File: src/rtl/cva5_types.sv
`default_nettype none
// ============================================================================
//  Module      : cva5_types (package)
//  Description : Shared types for the load response queue. Holds the RISC-V
//                load funct3 encodings and the tracked-load entry record.
//                The entry id field is sized for the widest supported ID;
//                users keep only the low ID_W bits.
//  Revision    : 1.0 - initial release
// ============================================================================
package cva5_types;

    // Widest load ID any instance may use
    localparam int MAX_ID_W = 16;

    // Load funct3 encodings
    localparam logic [2:0] FN3_LB  = 3'b000;
    localparam logic [2:0] FN3_LH  = 3'b001;
    localparam logic [2:0] FN3_LW  = 3'b010;
    localparam logic [2:0] FN3_LBU = 3'b100;
    localparam logic [2:0] FN3_LHU = 3'b101;

    // One tracked load: issue info, returned data and its presence flag
    typedef struct packed {
        logic [MAX_ID_W-1:0] id;
        logic [2:0]          fn3;
        logic [1:0]          offset;
        logic [31:0]         data;
        logic                data_valid;
    } load_rsp_entry_t;

endpackage
`default_nettype wire

File: src/rtl/load_response_queue_if.sv
`default_nettype none
// ============================================================================
//  Module      : load_response_queue_if
//  Description : Bundle of the load response queue's request, response,
//                writeback and status signals.
//    req_*      : load issue handshake (valid/ready, id, fn3, addr[1:0])
//    rsp_*      : in-order memory data return, never stalled
//    wb_*       : aligned writeback handshake (valid/ack, id, data)
//    flush      : discard all tracked loads
//    occupancy  : tracked entries plus responses still to be discarded
//    rsp_error  : sticky unexpected-response flag
//  Modports    : slave (the queue), master (the environment driving it)
//  Revision    : 1.0 - initial release
// ============================================================================
interface load_response_queue_if #(
    parameter int DEPTH = 4,
    parameter int ID_W  = 3
);
    localparam int OCC_W = $clog2(DEPTH) + 1;

    logic             req_valid;
    logic             req_ready;
    logic [ID_W-1:0]  req_id;
    logic [2:0]       req_fn3;
    logic [1:0]       req_offset;
    logic             rsp_valid;
    logic [31:0]      rsp_data;
    logic             wb_valid;
    logic             wb_ack;
    logic [ID_W-1:0]  wb_id;
    logic [31:0]      wb_data;
    logic             flush;
    logic [OCC_W-1:0] occupancy;
    logic             rsp_error;

    modport slave (
        input  req_valid, req_id, req_fn3, req_offset,
        input  rsp_valid, rsp_data, wb_ack, flush,
        output req_ready, wb_valid, wb_id, wb_data, occupancy, rsp_error
    );

    modport master (
        output req_valid, req_id, req_fn3, req_offset,
        output rsp_valid, rsp_data, wb_ack, flush,
        input  req_ready, wb_valid, wb_id, wb_data, occupancy, rsp_error
    );

endinterface
`default_nettype wire

File: src/rtl/load_data_align.sv
`default_nettype none
// ============================================================================
//  Module      : load_data_align
//  Description : Combinational extraction and sign/zero extension of a
//                loaded word according to the load funct3 and addr[1:0].
//    data_i     : raw 32-bit memory word
//    fn3_i      : load funct3
//    offset_i   : byte address within the word
//    aligned_o  : register-ready result
//  Revision    : 1.0 - initial release
// ============================================================================
module load_data_align
    import cva5_types::*;
(
    input  wire logic [31:0] data_i,
    input  wire logic [2:0]  fn3_i,
    input  wire logic [1:0]  offset_i,
    output logic      [31:0] aligned_o
);

    logic [7:0]  sel_byte;
    logic [15:0] sel_half;

    always_comb begin
        sel_byte = data_i[7:0];
        case (offset_i)
            2'd1:    sel_byte = data_i[15:8];
            2'd2:    sel_byte = data_i[23:16];
            2'd3:    sel_byte = data_i[31:24];
            default: sel_byte = data_i[7:0];
        endcase
        sel_half = offset_i[1] ? data_i[31:16] : data_i[15:0];

        case (fn3_i)
            FN3_LB:  aligned_o = {{24{sel_byte[7]}}, sel_byte};
            FN3_LBU: aligned_o = {24'h0, sel_byte};
            FN3_LH:  aligned_o = {{16{sel_half[15]}}, sel_half};
            FN3_LHU: aligned_o = {16'h0, sel_half};
            default: aligned_o = data_i;   // LW and any other code
        endcase
    end

endmodule
`default_nettype wire

File: src/rtl/load_response_queue.sv
`default_nettype none
// ============================================================================
//  Module      : load_response_queue
//  Description : Tracks issued loads until their in-order memory data returns,
//                then presents the aligned result for writeback in issue
//                order. Flushed loads still owed a response are remembered in
//                a discard counter so their late data is silently dropped.
//    clk        : clock
//    rst        : asynchronous active-low reset
//    bus        : load_response_queue_if.slave (request, response,
//                 writeback, flush, occupancy, rsp_error)
//  Build macro : LOAD_RSP_BYPASS_EN - response to the waiting head entry is
//                presented for writeback in the same cycle it arrives.
//  Revision    : 1.0 - initial release
// ============================================================================
module load_response_queue
    import cva5_types::*;
#(
    parameter int DEPTH = 4,
    parameter int ID_W  = 3
) (
    input  wire logic             clk,
    input  wire logic             rst,
    load_response_queue_if.slave  bus
);

    localparam int               PTR_W    = $clog2(DEPTH);
    localparam int               CNT_W    = PTR_W + 1;
    localparam logic [CNT_W-1:0] FULL_CNT = CNT_W'(DEPTH);

    load_rsp_entry_t  entries_q [DEPTH];
    load_rsp_entry_t  entries_d [DEPTH];
    logic [PTR_W-1:0] wr_ptr_q,  wr_ptr_d;
    logic [PTR_W-1:0] dat_ptr_q, dat_ptr_d;
    logic [PTR_W-1:0] rd_ptr_q,  rd_ptr_d;
    logic [CNT_W-1:0] count_q,   count_d;     // occupied entries
    logic [CNT_W-1:0] pend_q,    pend_d;      // occupied entries still without data
    logic [CNT_W-1:0] discard_q, discard_d;   // responses owed to flushed loads
    logic             rsp_error_q, rsp_error_d;

    load_rsp_entry_t  head;
    logic [CNT_W-1:0] occ;
    logic             req_ready;
    logic             push;
    logic             rsp_discard;
    logic             rsp_fill;
    logic             rsp_orphan;
    logic             bypass;
    logic             wb_valid;
    logic             pop;
    logic [31:0]      align_src;
    logic [31:0]      align_out;

    assign head = entries_q[rd_ptr_q];

    always_comb begin
        occ       = count_q + discard_q;
        // Ready uses pre-pop occupancy, so a full queue never passes a push
        // through a same-cycle pop.
        req_ready = rst & ~bus.flush & (occ < FULL_CNT);
        push      = bus.req_valid & req_ready;

        // Late data for flushed loads is consumed before any live entry.
        rsp_discard = bus.rsp_valid & (discard_q != '0);
        rsp_fill    = bus.rsp_valid & (discard_q == '0) & (pend_q != '0);
        rsp_orphan  = bus.rsp_valid & (discard_q == '0) & (pend_q == '0);

`ifdef LOAD_RSP_BYPASS_EN
        // dat_ptr == rd_ptr with data owed means the head itself is waiting
        bypass = rsp_fill & (dat_ptr_q == rd_ptr_q);
`else
        bypass = 1'b0;
`endif

        wb_valid  = head.data_valid | bypass;
        pop       = wb_valid & bus.wb_ack;
        align_src = bypass ? bus.rsp_data : head.data;
    end

    load_data_align u_align (
        .data_i    (align_src),
        .fn3_i     (head.fn3),
        .offset_i  (head.offset),
        .aligned_o (align_out)
    );

    always_comb begin
        entries_d   = entries_q;
        wr_ptr_d    = wr_ptr_q;
        dat_ptr_d   = dat_ptr_q;
        rd_ptr_d    = rd_ptr_q;
        count_d     = count_q + CNT_W'(push) - CNT_W'(pop);
        pend_d      = pend_q + CNT_W'(push) - CNT_W'(rsp_fill);
        discard_d   = discard_q - CNT_W'(rsp_discard);
        rsp_error_d = rsp_error_q | rsp_orphan;

        if (push) begin
            entries_d[wr_ptr_q].id         = MAX_ID_W'(bus.req_id);
            entries_d[wr_ptr_q].fn3        = bus.req_fn3;
            entries_d[wr_ptr_q].offset     = bus.req_offset;
            entries_d[wr_ptr_q].data       = 32'h0;
            entries_d[wr_ptr_q].data_valid = 1'b0;
            wr_ptr_d = wr_ptr_q + PTR_W'(1);
        end

        if (rsp_fill) begin
            entries_d[dat_ptr_q].data       = bus.rsp_data;
            entries_d[dat_ptr_q].data_valid = 1'b1;
            dat_ptr_d = dat_ptr_q + PTR_W'(1);
        end

        // Applied after the fill so a bypassed-and-acked head ends up empty.
        if (pop) begin
            entries_d[rd_ptr_q].data_valid = 1'b0;
            rd_ptr_d = rd_ptr_q + PTR_W'(1);
        end

        if (bus.flush) begin
            // Entries whose data is still owed become discards; one filled
            // this very cycle is no longer owed.
            discard_d = discard_q - CNT_W'(rsp_discard) + (pend_q - CNT_W'(rsp_fill));
            for (int i = 0; i < DEPTH; i++) begin
                entries_d[i].data_valid = 1'b0;
            end
            wr_ptr_d  = '0;
            dat_ptr_d = '0;
            rd_ptr_d  = '0;
            count_d   = '0;
            pend_d    = '0;
        end
    end

    always_ff @(posedge clk or negedge rst) begin
        if (!rst) begin
            for (int i = 0; i < DEPTH; i++) begin
                entries_q[i] <= '0;
            end
            wr_ptr_q    <= '0;
            dat_ptr_q   <= '0;
            rd_ptr_q    <= '0;
            count_q     <= '0;
            pend_q      <= '0;
            discard_q   <= '0;
            rsp_error_q <= 1'b0;
        end else begin
            entries_q   <= entries_d;
            wr_ptr_q    <= wr_ptr_d;
            dat_ptr_q   <= dat_ptr_d;
            rd_ptr_q    <= rd_ptr_d;
            count_q     <= count_d;
            pend_q      <= pend_d;
            discard_q   <= discard_d;
            rsp_error_q <= rsp_error_d;
        end
    end

    assign bus.req_ready = req_ready;
    assign bus.wb_valid  = wb_valid;
    assign bus.wb_id     = head.id[ID_W-1:0];
    assign bus.wb_data   = align_out;
    assign bus.occupancy = occ;
    assign bus.rsp_error = rsp_error_q;

endmodule
`default_nettype wire
File: src/flat_wrapper.sv
// flat-port wrapper written by rule: the top's interface ports become plain ports
module load_response_queue_flat import cva5_types::*;
#(
    parameter int DEPTH = 4,
    parameter int ID_W  = 3
)
  (clk, rst, bus_req_valid, bus_req_id, bus_req_fn3, bus_req_offset, bus_rsp_valid, bus_rsp_data, bus_wb_ack, bus_flush, bus_req_ready, bus_wb_valid, bus_wb_id, bus_wb_data, bus_occupancy, bus_rsp_error);
  load_response_queue_if #(.DEPTH(DEPTH), .ID_W(ID_W)) bus_i ();
  input  wire logic clk;
  input  wire logic rst;
  input wire logic [$bits(bus_i.req_valid)-1:0] bus_req_valid;
  input wire logic [$bits(bus_i.req_id)-1:0] bus_req_id;
  input wire logic [$bits(bus_i.req_fn3)-1:0] bus_req_fn3;
  input wire logic [$bits(bus_i.req_offset)-1:0] bus_req_offset;
  input wire logic [$bits(bus_i.rsp_valid)-1:0] bus_rsp_valid;
  input wire logic [$bits(bus_i.rsp_data)-1:0] bus_rsp_data;
  input wire logic [$bits(bus_i.wb_ack)-1:0] bus_wb_ack;
  input wire logic [$bits(bus_i.flush)-1:0] bus_flush;
  output wire logic [$bits(bus_i.req_ready)-1:0] bus_req_ready;
  output wire logic [$bits(bus_i.wb_valid)-1:0] bus_wb_valid;
  output wire logic [$bits(bus_i.wb_id)-1:0] bus_wb_id;
  output wire logic [$bits(bus_i.wb_data)-1:0] bus_wb_data;
  output wire logic [$bits(bus_i.occupancy)-1:0] bus_occupancy;
  output wire logic [$bits(bus_i.rsp_error)-1:0] bus_rsp_error;
  assign bus_i.req_valid = bus_req_valid;
  assign bus_i.req_id = bus_req_id;
  assign bus_i.req_fn3 = bus_req_fn3;
  assign bus_i.req_offset = bus_req_offset;
  assign bus_i.rsp_valid = bus_rsp_valid;
  assign bus_i.rsp_data = bus_rsp_data;
  assign bus_i.wb_ack = bus_wb_ack;
  assign bus_i.flush = bus_flush;
  assign bus_req_ready = bus_i.req_ready;
  assign bus_wb_valid = bus_i.wb_valid;
  assign bus_wb_id = bus_i.wb_id;
  assign bus_wb_data = bus_i.wb_data;
  assign bus_occupancy = bus_i.occupancy;
  assign bus_rsp_error = bus_i.rsp_error;
  load_response_queue #(.DEPTH(DEPTH), .ID_W(ID_W)) u_core (.clk(clk), .rst(rst), .bus(bus_i));
endmodule
File: config.mk
export PLATFORM = sky130hd
export DESIGN_NAME = load_response_queue_flat
export DESIGN_NICKNAME = d
export VERILOG_FILES = /design/src/rtl/cva5_types.sv /design/src/rtl/load_response_queue_if.sv /design/src/rtl/load_data_align.sv /design/src/rtl/load_response_queue.sv /design/src/flat_wrapper.sv
export SDC_FILE = /design/constraint.sdc
export NUM_CORES = 1
export LEC_CHECK = 0
export CAP_MARGIN = 20
export CORE_ASPECT_RATIO = 0.7
export CORE_MARGIN = 2
export CORE_UTILIZATION = 40
export CTS_CLUSTER_SIZE = 24
export DETAILED_ROUTE_END_ITERATION = 10
export PLACE_DENSITY_LB_ADDON = 0.12
export SETUP_SLACK_MARGIN = 0.2
export SLEW_MARGIN = 5
export SYNTH_ARGS = -nofsm -noshare
export SYNTH_HDL_FRONTEND = slang
export SYNTH_SLANG_ARGS = --single-unit
File: constraint.sdc
create_clock -name clk -period 3.9 [get_ports clk]
set_input_delay 0.78 -clock clk [delete_from_list [all_inputs] [get_ports clk]]
set_output_delay 0.78 -clock clk [all_outputs]
set_load 0.02 [all_outputs]
Word level (Yosys, flattened, before mapping)
Cells that the tools add are included.
- register bits: 232
- input bits: 46
- output and inout bits: 41
- word-level logic and storage cells: 121
- add/subtract/negate cells: 11
- $lt $le $gt $ge: 7
- equality and inequality tests: 6
- muxes and demuxes: 46
- bitwise operators: 13
- reductions and logical operators: 11
- operators by type and width (operator ; count):
    $bwmux W216 ; 8
    $demux W54 S2 ; 8
    $mux W216 ; 3
    $pmux W32 S4 ; 1
    $bmux W54 S2 ; 1
    $mux W41 ; 2
    $mux W33 ; 2
    $mux W54 ; 1
    $mux W38 ; 1
    $mux W35 ; 1
    $pmux W8 S3 ; 1
    $mux W16 ; 1
    $mux W2 ; 6
    $sub A3 B1 Y3 ; 4
    $ge A3 B3 Y1 const B ; 3
    $logic_not A3 Y1 ; 3
    $lt A3 B1 Y1 const B ; 3
    $mux W3 ; 3
    $not A2 Y3 ; 3
    $and A1 B1 Y1 ; 8
    $mux W1 ; 7
    $add A2 B1 Y2 const B ; 3
    $add A3 B1 Y3 ; 2
    $add A3 B3 Y3 ; 2
    10 further kinds ; 17

Logic depth before layout (Yosys ltp)
- depth after elaboration: 17
- depth in mapped cells: 13
- mapped depth without buffers: 11

Hierarchy
From an unflattened synthesis, not the netlist that was laid out.
- cell total of the unflattened synthesis: 960
- area total of the unflattened synthesis: 10022.1 sq um
- modules (own cells, without submodules) (module ; instances ; cells each ; area each (sq um) ; seq. area each (sq um)):
    load_response_queue ; 1 ; 849 ; 9354.0 ; 4504.3
    load_data_align ; 1 ; 111 ; 668.1 ; 0.0

Least setup slack after synthesis
OpenSTA, ideal clock, no wires.
- kind: reg2out
- from: register u_core.rd_ptr_q[0]
- to: output port bus_wb_data[16]
- arrival time: 2.323 ns
- data required time: 3.120 ns
- setup slack: 0.797 ns
- cell stages (with the launch flop): 7
- cells stage by stage: dfrtp_1 > buf_6 > mux4_1 > nor2_1 > mux2_2 > clkbuf_1 > o21ai_0
- cells in the longest elaborated chain, start to end: 7
- elaborated cells between the ends (all ways): 14
- ends and longest elaborated chain (what ; line ; source):
    start: declaration ; load_response_queue.sv:35 ; logic [PTR_W-1:0] rd_ptr_q, rd_ptr_d;
    start signal: assignment ; load_response_queue.sv:149 ; rd_ptr_q <= rd_ptr_d;
    $not A2 Y3 (implied by the code) * ; load_response_queue.sv:54 ; assign head = entries_q[rd_ptr_q];
    $bmux W54 S2 * ; load_response_queue.sv:54 ;
    $mux W41 (implied by the code) * (2 in a row) ; load_response_queue.sv:54 ;
    $eq A2 B2 Y1 or $eq A2 B1 Y1 (tied branches) ; load_data_align.sv:26 ; case (offset_i)
    $pmux W8 S3 ; load_data_align.sv:26 ;
    $pmux W32 S4 * ; load_data_align.sv:34 ; case (fn3_i)
    end: declaration ; flat_wrapper.sv:22 ; output wire logic [$bits(bus_i.wb_data)-1:0] bus_wb_data;
Every way passes the cells marked *; elsewhere a longest branch is shown, timed or not. The select of a mux whose other input is x is not followed.

Worst setup path after layout
- from: register u_core.rd_ptr_q[0]
- to: output port bus_wb_data[8]
Same word-level chain as after synthesis.

==> insert_results.sql <==
INSERT INTO impl_metrics (metric_group, metric, value, unit) VALUES
('clocking', 'clock-root-buffer', 'sky130_fd_sc_hd__clkbuf_16', ''),
('yosys', 'syn_area', '0.00869', 'mm2'),
('yosys', 'synth_top_cells_by_count', 'sky130_fd_sc_hd__dfrtp_1 (180), sky130_fd_sc_hd__a22o_1 (135), sky130_fd_sc_hd__clkbuf_1 (38), sky130_fd_sc_hd__mux4_2 (38), sky130_fd_sc_hd__mux2_2 (36)', ''),
('yosys', 'post-synth-top-area-fraction', '51.8', '%'),
('yosys', 'synthesis.area_per_instance', '13.7', 'um2'),
('grt', 'grt_antenna_before_repair', '0', ''),
('sta', 'worst-slew-pin-transition', '0.965', 'ns'),
('die', 'row_count', '45', ''),
('worst_setup_path', 'worstSetupStartpointType', 'flop', ''),
('sta', 'report.final.setup_viol', '0', ''),
('drt', 'detailedRoute.firstPassIterationCount', '5', ''),
('yosys', 'yosys_register_bits', '180', ''),
('drt', 'post-route-drc-count', '0', ''),
('drt', 'wl_cell', '25.0', 'um'),
('clocking', 'clock_sink_count', '180', ''),
('placement', 'io_buffer_count', '86', ''),
('yosys', 'synth_area_leaders', 'sky130_fd_sc_hd__dfrtp_1 (52%), sky130_fd_sc_hd__a22o_1 (14%), sky130_fd_sc_hd__mux4_2 (9.9%)', ''),
('flow_run', 'drv_cap', '0', ''),
('clocking', 'clk_pin_slew', '0.07', 'ns'),
('yosys', 'synth_largest_area_cell', 'sky130_fd_sc_hd__dfrtp_1', ''),
('clocking', 'clock_tree_from_tritoncts', 'done', ''),
('clocking', 'clkLatencyLatePin', '0.44', 'ns'),
('die', 'start_util', '40.4', '%'),
('sta', 'fin_worst_hold_slack', '0.470', 'ns'),
('die', 'die_area', '0.0229', 'mm2'),
('placement', 'gpl.final_weighted_congestion', '0.784', ''),
('sta', 'finalCriticalPeriod', '3.68', 'ns'),
('layout', 'area_growth_syn_to_layout', '22.8', '%'),
('grt', 'grt.overflow.total', '0', ''),
('grt', 'grt_max_degree', '181', ''),
('power', 'powerDensity', '652', 'mW/mm2'),
('hold_path', 'worstHoldStart', 'u_core.bus.rsp_error', ''),
('yosys', 'number_of_flops_mapped_to_enable_cells_by_yosys', '0', ''),
('drt', 'drt_first_iter_violations', '608', ''),
('yosys', 'netlist_instances', '636', ''),
('layout', 'layout-drive-gt1-share', '27.7', '%'),
('yosys', 'synth_nets', '707', ''),
('worst_setup_path', 'critPathArrivalTime', '2.90', 'ns'),
('sta', 'tightest_slew_margin_relative_to_the_limit', '35.7', '%'),
('sta', 'post-route-worst-setup-slack', '0.217', 'ns'),
('layout', 'layout.nets', '811', ''),
('run_status', 'status', 'finished, final reports clean', ''),
('yosys', 'yosys.cell_types.count', '42', ''),
('sta', 'timing_hold_violations_final', '0', ''),
('die', 'fp.dieW', '180', 'um'),
('sta', 'final_number_of_max_transition_violations', '0', ''),
('drt', 'viasPerCell', '6.09', ''),
('layout', 'diodes', '0', ''),
('grt', 'grt_use_total', '23.4', '%'),
('placement', 'dpl_worst_slack', '-0.0809', 'ns'),
('grt', 'first_pass_grt_wire_length', '40.4', 'mm'),
('yosys', 'ys_dominant_reg_cell', 'sky130_fd_sc_hd__dfrtp_1', ''),
('sta', 'rsz0062_at_grt', 'true', ''),
('hold_path', 'worstHoldEndpoint', 'u_core.bus.rsp_error', ''),
('worst_setup_path', 'end_kind', 'output port', ''),
('clocking', 'cts.path.max_buffers', '2', ''),
('drt', 'vias', '6295', ''),
('die', 'count_of_pins_on_the_block_boundary', '87', ''),
('yosys', 'number_of_warnings_reported_in_the_yosys_synthesis_log', '0', ''),
('worst_setup_path', 'crit_startpoint', 'u_core.rd_ptr_q[0]', ''),
('power', 'design_power_total', '0.00695', 'W'),
('drt', 'route.antenna.remaining_nets', '0', ''),
('clocking', 'cts_max_level', '4', ''),
('worst_setup_path', 'timing.critical_path.fanout_max', '6', ''),
('clocking', 'cts_inserted_buffers', '17', ''),
('yosys', 'yosysSeqAreaShare', '51.8', '%'),
('worst_setup_path', 'ff2ff_path_depth', '13', ''),
('worst_setup_path', 'worst-endpoint-required', '3.12', 'ns'),
('drt', 'wl', '25.9', 'mm'),
('power', 'ir_drop', '0.000351', 'V'),
('sta', 'achievable-frequency', '0.272', 'GHz');
routing by layer:
layer | wire (um) | part of all wire, % | vias up | global-route usage, %
met1 | 12400 | 48 | 3350 | 34.9
met2 | 11600 | 45 | 253 | 35.2
li1 | - | - | 2664 | -
met5 | 0 | 0 | - | 0
met4 | 305 | 1.2 | 0 | 6.07
met3 | 1570 | 6.1 | 28 | 4.79
placed cells by master, fill, tap and decap left out, drive strengths merged, types with 3 or more instances in the layout:
cell	n
clkinv	5
nor3b	6
nand3	4
mux4	42
mux2i	11
xnor2	8
a221oi	8
clkbuf	35
mux2	37
bufinv	3
a211oi	4
o22ai	8
clkdlybuf4s50	52
fa	4
a22o	135
ha	21
a221o	7
o21ai	18
nor2	10
dlygate4sd2	6
inv	22
nand2	20
a21oi	11
dfrtp	180
nor2b	13
buf	59
worst max-delay path by stage:
stage / depth (start not counted) / slack (ns) / endpoint
4_1_cts: 7 / 0.06 / bus_wb_data[25]
6_report: 7 / 0.22 / bus_wb_data[8]
3_5_place_dp: 5 / -0.08 / bus_wb_data[25]
2_1_floorplan: 6 / 0.80 / bus_wb_data[16]
5_1_grt: 7 / 0.15 / bus_wb_data[9]
3_3_place_gp: 5 / -0.05 / bus_wb_data[25]
cells by family after synthesis:
| logic type | synth area share [%] |
|---|---|
| compound gates | 18.3 |
| xor+xnor | 1.27 |
| fa+ha+maj | 3.95 |
| buf+inv | 3.49 |
| flops | 51.8 |
| mux | 17.0 |
| simple gates | 4.16 |
worst max-delay path, stage by stage (launching register included):
cell                      delay, ns
sky130_fd_sc_hd__dfrtp_4       0.53
sky130_fd_sc_hd__buf_4         0.16
sky130_fd_sc_hd__mux4_2        0.47
sky130_fd_sc_hd__mux4_2        0.48
sky130_fd_sc_hd__nor3b_4       0.18
sky130_fd_sc_hd__buf_4         0.15
sky130_fd_sc_hd__a221o_1       0.31
sky130_fd_sc_hd__buf_4         0.18
report_power, final:
part,internal [W],switching [W]
Combinational,0.00126,0.00155
Clock,0.00101,0.000761
Sequential,0.00217,0.000198
Total,0.00444,0.00251
layout make-up:
type                       instances  area (um2)
clock buffer                      19         433
clock inverter                    12         158
fill                            1892       10800
inverter                          20        75.1
multi-input combinational        385        3980
sequential                       180        4510
tap                              282         353
timing repair buffer             136        1150
what timing repair did:
item                                    in CTS  in global routing
gates resized for setup                     79                 63
pin swaps                                    0                  1
setup buffers                               15                  3
gates cloned                                 0                  1
endpoints found under the setup margin      32                 33
metrics by stage:
step,instance area (um2),utilization [%],cells
final,10700,49.6,1034
after global routing,10700,49.6,1034
after CTS,10700,49.6,1030
after detailed placement,9970,46.4,984
after floorplan,8690,-,636
after global placement,9970,46.4,984
Note: power is estimated with default switching activity, not from simulation.
